**src/rtl/timer_countdown.sv**
```systemverilog
// BCD MM:SS countdown core: loads a set time, decrements once per prescaled
// second and raises an alarm at 00:00. bin0..bin3 feed the digit scanner.
// Optional feature macro: ALARM_TIMEOUT_EN (alarm self-clears after
// ALARM_SECS ticks; without it the alarm holds until start/stop/clear).
module timer_countdown #(
  parameter int unsigned TICK_DIV   = 1000,
  parameter int unsigned ALARM_SECS = 10
) (
  input  logic       clk,
  input  logic       rst_n,
  input  logic       load,
  input  logic       start,
  input  logic       stop,
  input  logic       clear,
  input  logic [3:0] set0,
  input  logic [3:0] set1,
  input  logic [3:0] set2,
  input  logic [3:0] set3,
  output logic [3:0] bin0,
  output logic [3:0] bin1,
  output logic [3:0] bin2,
  output logic [3:0] bin3,
  output logic       running,
  output logic       alarm
);

  if (TICK_DIV < 2 || ALARM_SECS < 1) begin : g_param_chk
    $error("timer_countdown: need TICK_DIV >= 2 and ALARM_SECS >= 1");
  end

  localparam int unsigned PW = $clog2(TICK_DIV);

  typedef enum logic [1:0] {IDLE, RUN, PAUSE, ALARM} state_e;

  state_e          state_q, state_d;
  logic [PW-1:0]   presc_q, presc_d;
  logic [3:0][3:0] dig_q, dig_d;
  logic [3:0][3:0] dig_set, dig_dec;
  logic            tick;
  logic            at_zero;

`ifdef ALARM_TIMEOUT_EN
  localparam int unsigned ACW = $clog2(ALARM_SECS + 1);
  logic [ACW-1:0]  acnt_q, acnt_d;
`endif

  assign tick    = (presc_q == PW'(TICK_DIV - 1));
  assign at_zero = (dig_q == '0);

  // Clamp out-of-range BCD set digits to the largest legal value per position
  always_comb begin
    dig_set[0] = (set0 > 4'd9) ? 4'd9 : set0;
    dig_set[1] = (set1 > 4'd5) ? 4'd5 : set1;
    dig_set[2] = (set2 > 4'd9) ? 4'd9 : set2;
    dig_set[3] = (set3 > 4'd9) ? 4'd9 : set3;
  end

  // One-second decrement with BCD borrow chain (only used while time != 0)
  always_comb begin
    dig_dec = dig_q;
    if (dig_q[0] != 4'd0) begin
      dig_dec[0] = dig_q[0] - 4'd1;
    end else begin
      dig_dec[0] = 4'd9;
      if (dig_q[1] != 4'd0) begin
        dig_dec[1] = dig_q[1] - 4'd1;
      end else begin
        dig_dec[1] = 4'd5;
        if (dig_q[2] != 4'd0) begin
          dig_dec[2] = dig_q[2] - 4'd1;
        end else begin
          dig_dec[2] = 4'd9;
          dig_dec[3] = dig_q[3] - 4'd1;
        end
      end
    end
  end

  // Next-state logic: clear beats everything, then load, stop, start
  always_comb begin
    state_d = state_q;
    presc_d = presc_q;
    dig_d   = dig_q;
`ifdef ALARM_TIMEOUT_EN
    acnt_d  = (state_q == ALARM) ? acnt_q : '0;
`endif
    if (clear) begin
      state_d = IDLE;
      dig_d   = '0;
      presc_d = '0;
    end else begin
      unique case (state_q)
        IDLE: begin
          if (load) begin
            dig_d = dig_set;
          end else if (!stop && start && !at_zero) begin
            state_d = RUN;
            presc_d = '0;
          end
        end
        RUN: begin
          // An ignored load must not stall the timebase, so only stop pauses.
          if (stop && !load) begin
            state_d = PAUSE;
          end else if (tick) begin
            presc_d = '0;
            dig_d   = dig_dec;
            if (dig_dec == '0) state_d = ALARM;
          end else begin
            presc_d = presc_q + PW'(1);
          end
        end
        PAUSE: begin
          if (start && !stop && !load) state_d = RUN;
        end
        ALARM: begin
          if (start || stop) begin
            state_d = IDLE;
            presc_d = '0;
          end else begin
`ifdef ALARM_TIMEOUT_EN
            if (tick) begin
              presc_d = '0;
              if (acnt_q == ACW'(ALARM_SECS - 1)) begin
                state_d = IDLE;
                acnt_d  = '0;
              end else begin
                acnt_d  = acnt_q + ACW'(1);
              end
            end else begin
              presc_d = presc_q + PW'(1);
            end
`else
            presc_d = presc_q;
`endif
          end
        end
        default: state_d = IDLE;
      endcase
    end
  end

  // State, prescaler and digit registers
  always_ff @(posedge clk or negedge rst_n) begin
    if (!rst_n) begin
      state_q <= IDLE;
      presc_q <= '0;
      dig_q   <= '0;
    end else begin
      state_q <= state_d;
      presc_q <= presc_d;
      dig_q   <= dig_d;
    end
  end

`ifdef ALARM_TIMEOUT_EN
  // Alarm duration counter, in ticks
  always_ff @(posedge clk or negedge rst_n) begin
    if (!rst_n) acnt_q <= '0;
    else        acnt_q <= acnt_d;
  end
`endif

  assign bin0    = dig_q[0];
  assign bin1    = dig_q[1];
  assign bin2    = dig_q[2];
  assign bin3    = dig_q[3];
  assign running = (state_q == RUN);
  assign alarm   = (state_q == ALARM);

endmodule

```
**config.mk**
```make
export PLATFORM = sky130hd
export DESIGN_NAME = timer_countdown
export DESIGN_NICKNAME = d
export VERILOG_FILES = /design/src/rtl/timer_countdown.sv
export SDC_FILE = /design/constraint.sdc
export NUM_CORES = 1
export LEC_CHECK = 0
export ABC_CLOCK_PERIOD_IN_PS = 4150
export CAP_MARGIN = 40
export CORE_AREA = 2 2 58 71
export CTS_CLUSTER_SIZE = 24
export DETAILED_ROUTE_END_ITERATION = 6
export DIE_AREA = 0 0 60 73
export GPL_TIMING_DRIVEN = 0
export MAX_ROUTING_LAYER = met4
export PLACE_DENSITY = 0.82
export SLEW_MARGIN = 20
export SYNTH_ARGS = -nofsm -noshare
export SYNTH_HDL_FRONTEND = slang
export SYNTH_SLANG_ARGS = --single-unit
```
**constraint.sdc**
```tcl
create_clock -name clk -period 4.15 [get_ports clk]
set_input_delay 1.0375 -clock clk [delete_from_list [all_inputs] [get_ports clk]]
set_output_delay 1.0375 -clock clk [all_outputs]
set_load 0.1 [all_outputs]
```
==> results.toml, run 1 <==
[clock_network]
h-tree-depth = 1
clock-root-buffer = "clkbuf_8"
max-clock-path-buffers = 2
clk_pin_slew_ns = 0.10
tritoncts = "yes"
cts_buffers = 3
post_cts_resized = 0
clk_latency_ns = 0.28
cts_sinks = 28
cts_hold_buf = 0
cts_setup_buffers = 0

[power]
p_per_area_nw_per_um2 = 800
ir_drop_uv = 444
cellLeakagePower_uw = 0.00113

[setup_path]
r2r_setup_slack_ns = 1.37
rr_startpoint = "state_q[1]"
worstPathMaxFanout = 8
critPathArrivalTime_ns = 3.11
reg2reg_depth = 10
path_class = "primary input to flip-flop"
cp_cell_sequence = "clkdlybuf4s50_1 > nor3b_1 > o41ai_1 > o2bb2ai_1 > or2_2 > buf_2 > o31ai_1"
critPathSlowestCell = "clkdlybuf4s50_1"
max_stage_delay_ns = 0.46
reg2reg_to = "presc_q[7]"
required_ns = 4.33
worst_path_dominant_cell_family = "simple AND/OR/NAND/NOR gates"
setup.worst_path.end_class = "flip-flop"
start_kind = "primary input"
cp_num_buf_inv = 2

[sta]
min_period_over_period_pct = 70.5
rsz0062_at_grt = "false"
setup_viol_count_final = 0
relSlewSlack_pct = 41.9
tns_ns = 0
worst_slew_pin_slew_ns = 0.865
hold_viol_final = 0
fmax_mhz = 342
drv_slew = 0
period_needed_ns = 2.93
setup_ws_ns = 1.22
skew_ns = 0.00592

[grt]
grt_use_total_pct = 24.9
antenna_found_initial = 0
gr-total-overflow = 0
grt_pass1_vias = 1811
grt_max_degree = 29
grt_first_pass_wirelength_um = 8200

[synthesis]
yosysSeqAreaShare_pct = 36.1
synth_edf_count = 0
syn_area_sq_um = 1940
synth.distinct_cells = 46
syn_area_per_cell_sq_um = 8.15
synthCells = 238
synth_nets = 267
synth-seq-cells = 28
yosys_warnings = 0
ys_async_sr_fraction_pct = 100
synth_ff_type = "dfrtp_1"

[finish]
area_growth_pct = 40.4
fin_util_pct = 72.0
diodes = 0
finalInstanceArea_sq_um = 2730
final_layout_size_suffix_gt1_share_pct = 11.7
nets = 328
final_common_cell = "clkdlybuf4s50_1"
mostFrequentLayoutCells = "37 x clkdlybuf4s50_1, 36 x o21ai_0, 32 x nor2_1"

[route]
route.detailed.drc = 0
avgRoutedWirePerCell_um = 14.2
drtIter0Drc = 99
vias = 2042
drt_pass1_iterations = 5
routed_wl_um = 5010
avgViaCountPerCell = 5.80
postRouteAntennaNets = 0

[floorplanning]
die_area_sq_um = 4380
ios = 40
row_count = 25
die_w_um = 60
chipHeight_um = 73
start_util_pct = 51.3
core-area_sq_um = 3780

[hold_path]
hp-class = "flip-flop to flip-flop"
min_to = "presc_q[9]"
hold_path_startpoint = "presc_q[9]"
min_path_cells = 1

[place]
gp_congestion = 0.870
io_buffers = 38
dpl-instance-area_sq_um = 2650
dp_hpwl_um = 3710
dp_slack_ns = 1.03

[flow_run]
maxCapViolations = 0

[status]
status = "completed"
## how the worst max path moves through the flow
stage	slack [ns]	startpoint	end	depth (start not counted)
2_1_floorplan	1.20	state_q[1]	presc_q[9]	10
3_3_place_gp	1.08	load	bin0[0]	6
3_5_place_dp	1.03	load	bin0[0]	6
4_1_cts	1.31	stop	presc_q[7]	7
5_1_grt	1.06	load	bin0[0]	6
6_report	1.22	stop	presc_q[7]	7
## per-layer routing
| layer | vias to the layer above | share of wire [%] | track usage (%) |
|---|---|---|---|
| met5 | - | 0 | - |
| met4 | 0 | 1.5 | 11.9 |
| met3 | 7 | 5.6 | 3.01 |
| met2 | 84 | 49 | 37.4 |
| met1 | 963 | 44 | 33.0 |
| li1 | 988 | - | - |
## sequential cells by signal, summed over array words and instances (netlist names)
signal   count
bin1         4
bin2         4
state_q      2
bin0         4
presc_q     10
bin3         4
## synthesized netlist by cell type (3+ instances only)
library cell  instances  area [sq um]
inv_1                12          45.0
dfrtp_1              28           701
nand2_1              14          52.6
ha_1                  7          87.6
mux2i_1               3          30.0
o21ai_0              36           180
nor3b_1               4          30.0
clkbuf_1              9          33.8
nor4_1                4          25.0
or2_2                 4          25.0
nand2b_1              5          31.3
o31ai_1              10          75.1
nor3_1                6          30.0
a31oi_1               4          25.0
nand3_1               6          30.0
nor2_1               32           120
a21oi_1               9          45.0
nor2b_1               5          31.3
a22oi_1               3          22.5
and3_1                6          37.5
## metrics by stage
stage	cells	hold WS [ns]	total power, uW
finish	352	0.494	2180
global route	352	0.541	2300
CTS	352	0.490	2180
detailed placement	348	0.475	1950
global placement	330	0.478	1720
floorplan	238	0.450	1430
## final cells by class
cell class | instances | area (sq um)
well taps | 54 | 67.6
flip-flops and latches | 28 | 701
repair buffers | 56 | 646
clock buffers | 3 | 41.3
multi-input cells | 184 | 1110
clock inverters | 1 | 30.0
inverters | 12 | 45.0
fillers | 275 | 1060
plain buffers | 14 | 87.6
## power by group
part | switching, uW | internal [uW]
Sequential | 106 | 343
Clock | 91.3 | 129
Combinational | 949 | 561
Total | 1150 | 1030
## logic make-up (layout without fill, tap and decap cells)
family	count (synthesis)	count (layout)	synth area share (%)
AND/OR/NAND/NOR	93	93	24.9
multiplexers	4	4	2.13
buffers and inverters	26	86	6.83
AO/OA/AOI/OAI	78	78	24.6
flip-flops	28	28	36.1
adder cells (fa/ha/maj)	7	7	4.51
XOR/XNOR	2	2	0.903
Power figures use the tool's default switching activity.
==> run 2, diff against run 1 <==
ABC_CLOCK_PERIOD_IN_PS = 3000   (was 4150)
CORE_AREA = 2 2 60 73   (was 2 2 58 71)
DIE_AREA = 0 0 62 75   (was 0 0 60 73)
PLACE_DENSITY = 0.77   (was 0.82)
clock period = 3 ns   (was 4.15 ns; I/O delays follow)
==> run 2 against run 1 <==
Net effect:
- die area increased by 6.2%
- sequential share of layout area about the same
- critical endpoint is now running
- setup slack got worse by 0.96 ns
- wire length about the same
- largest power group unchanged
- sequential power increased by 38%
- highest routed layer unchanged
- non-clock buffer count unchanged
==> results.toml, run 2 (same netlist as run 1, synthesis figures left out) <==
[grt]
grtUsageMet3_pct = 2.41
grt_pass1_vias = 1714
grt_first_pass_wirelength_um = 8230
met1_usage_pct = 34.4
top_usage_layer = "met2"
grt_max_degree = 29
gr-total-overflow = 0
antenna_found_initial = 0
grtUsageMet2_pct = 37.5
grt_use_total_pct = 24.3

[finish]
mostFrequentLayoutCells = "37 x clkdlybuf4s50_1, 36 x o21ai_0, 32 x nor2_1"
top_register = "presc_q"
final_common_cell = "clkdlybuf4s50_1"
largest_reg_flops = 10
final_layout_size_suffix_gt1_share_pct = 12.1
diodes = 0
nets = 328
final_cells = 352
area_growth_pct = 40.5

[clock_network]
clock-root-buffer = "clkbuf_8"
h-tree-depth = 1
tritoncts = "yes"
clk_latency_ns = 0.28
cts_sinks = 28
clk_pin_slew_ns = 0.10
cts_hold_buf = 0
cts_buffers = 3
cts_setup_buffers = 0
max-clock-path-buffers = 2
post_cts_resized = 0

[route]
avgRoutedWirePerCell_um = 14.2
drt_pass1_iterations = 4
routed_wl_um = 5010
postRouteAntennaNets = 0
drtIter0Drc = 91
vias = 1962
avgViaCountPerCell = 5.57
route.detailed.drc = 0

[place]
dp_slack_ns = 0.147
gp_congestion = 0.850
dp_hpwl_um = 3760
dp_cells = 348
io_buffers = 38

[sta]
hold_viol_final = 0
period_needed_ns = 2.74
worst_slew_pin_slew_ns = 0.655
min_period_over_period_pct = 91.3
rsz0062_at_grt = "false"
fmax_mhz = 365
drv_slew = 0
tns_ns = 0
setup_viol_count_final = 0
skew_ns = 0.00452
setup_ws_ns = 0.262
relSlewSlack_pct = 56.3

[floorplanning]
die_w_um = 62
ios = 40
start_util_pct = 49.6
chipHeight_um = 75
die_area_sq_um = 4650
core-area_sq_um = 3910
row_count = 25

[setup_path]
worstPathMaxFanout = 10
rr_startpoint = "bin0[1]"
required_ns = 2.25
worst_path_dominant_cell_family = "buffers and inverters"
critPathArrivalTime_ns = 1.99
cp_num_buf_inv = 3
reg2reg_depth = 8
cp_cell_sequence = "inv_1 > ha_1 > clkdlybuf4s50_1 > buf_8"
critPathSlowestCell = "clkdlybuf4s50_1"
start_kind = "flip-flop"
r2r_setup_slack_ns = 0.28
max_stage_delay_ns = 0.59
reg2reg_to = "state_q[0]"
path_class = "flip-flop to primary output"
setup.worst_path.end_class = "primary output"

[power]
total_power_uw = 3000
ir_drop_uv = 626
p_per_area_nw_per_um2 = 1100
cellLeakagePower_uw = 0.00114

[flow_run]
maxCapViolations = 0

[status]
status = "completed"

[hold_path]
hp-class = "primary input to async pin"
-- run 2: report_power, final --
| part | internal, uW | total, uW | switching (uW) |
|---|---|---|---|
| clock | 179 | 300 | 122 |
| sequential | 475 | 621 | 146 |
| combinational | 778 | 2080 | 1300 |
| total | 1430 | 3000 | 1570 |
-- run 2: final cells by class --
class	count	area [sq um]
tap	54	67.6
multi-input combinational	184	1110
sequential	28	701
fill	304	1180
clock inverter	1	30.0
inverter	12	45.0
timing repair buffer	57	651
clock buffer	3	41.3
buffer	13	83.8
-- run 2: worst register-to-register path, stage by stage, from the launching register on --
cell and delay (ns):
dfrtp_1 0.48, or4_1 0.55, buf_2 0.17, or4_4 0.48, buf_6 0.15, xnor2_1 0.12
nor4_1 0.40, o21ai_0 0.14, a21oi_1 0.17
-- run 2: how the worst max path moves through the flow --
stage	startpoint	to	slack [ns]	cells after the start
floorplan	state_q[1]	presc_q[9]	0.05	10
global placement	load	bin0[0]	0.19	6
detailed placement	load	bin0[0]	0.15	6
CTS	state_q[1]	presc_q[9]	0.26	10
global route	state_q[1]	running	0.15	4
finish	state_q[1]	running	0.26	4
-- run 2: stage by stage --
| step | util [%] | area [sq um] | hold WS, ns |
|---|---|---|---|
| after floorplan | - | 1940 | 0.450 |
| after global placement | 61.1 | 2390 | 0.479 |
| after detailed placement | 67.9 | 2650 | 0.476 |
| after CTS | 69.7 | 2730 | 0.497 |
| after global routing | 69.7 | 2730 | 0.530 |
| final | 69.7 | 2730 | 0.488 |
-- run 2: routing by layer --
metal	share of wire (%)	vias to the layer above	wire [um]
met1	47	908	2360
met2	47	63	2370
met4	1.1	0	53
met3	4.4	6	222
met5	0	-	0
li1	-	985	-
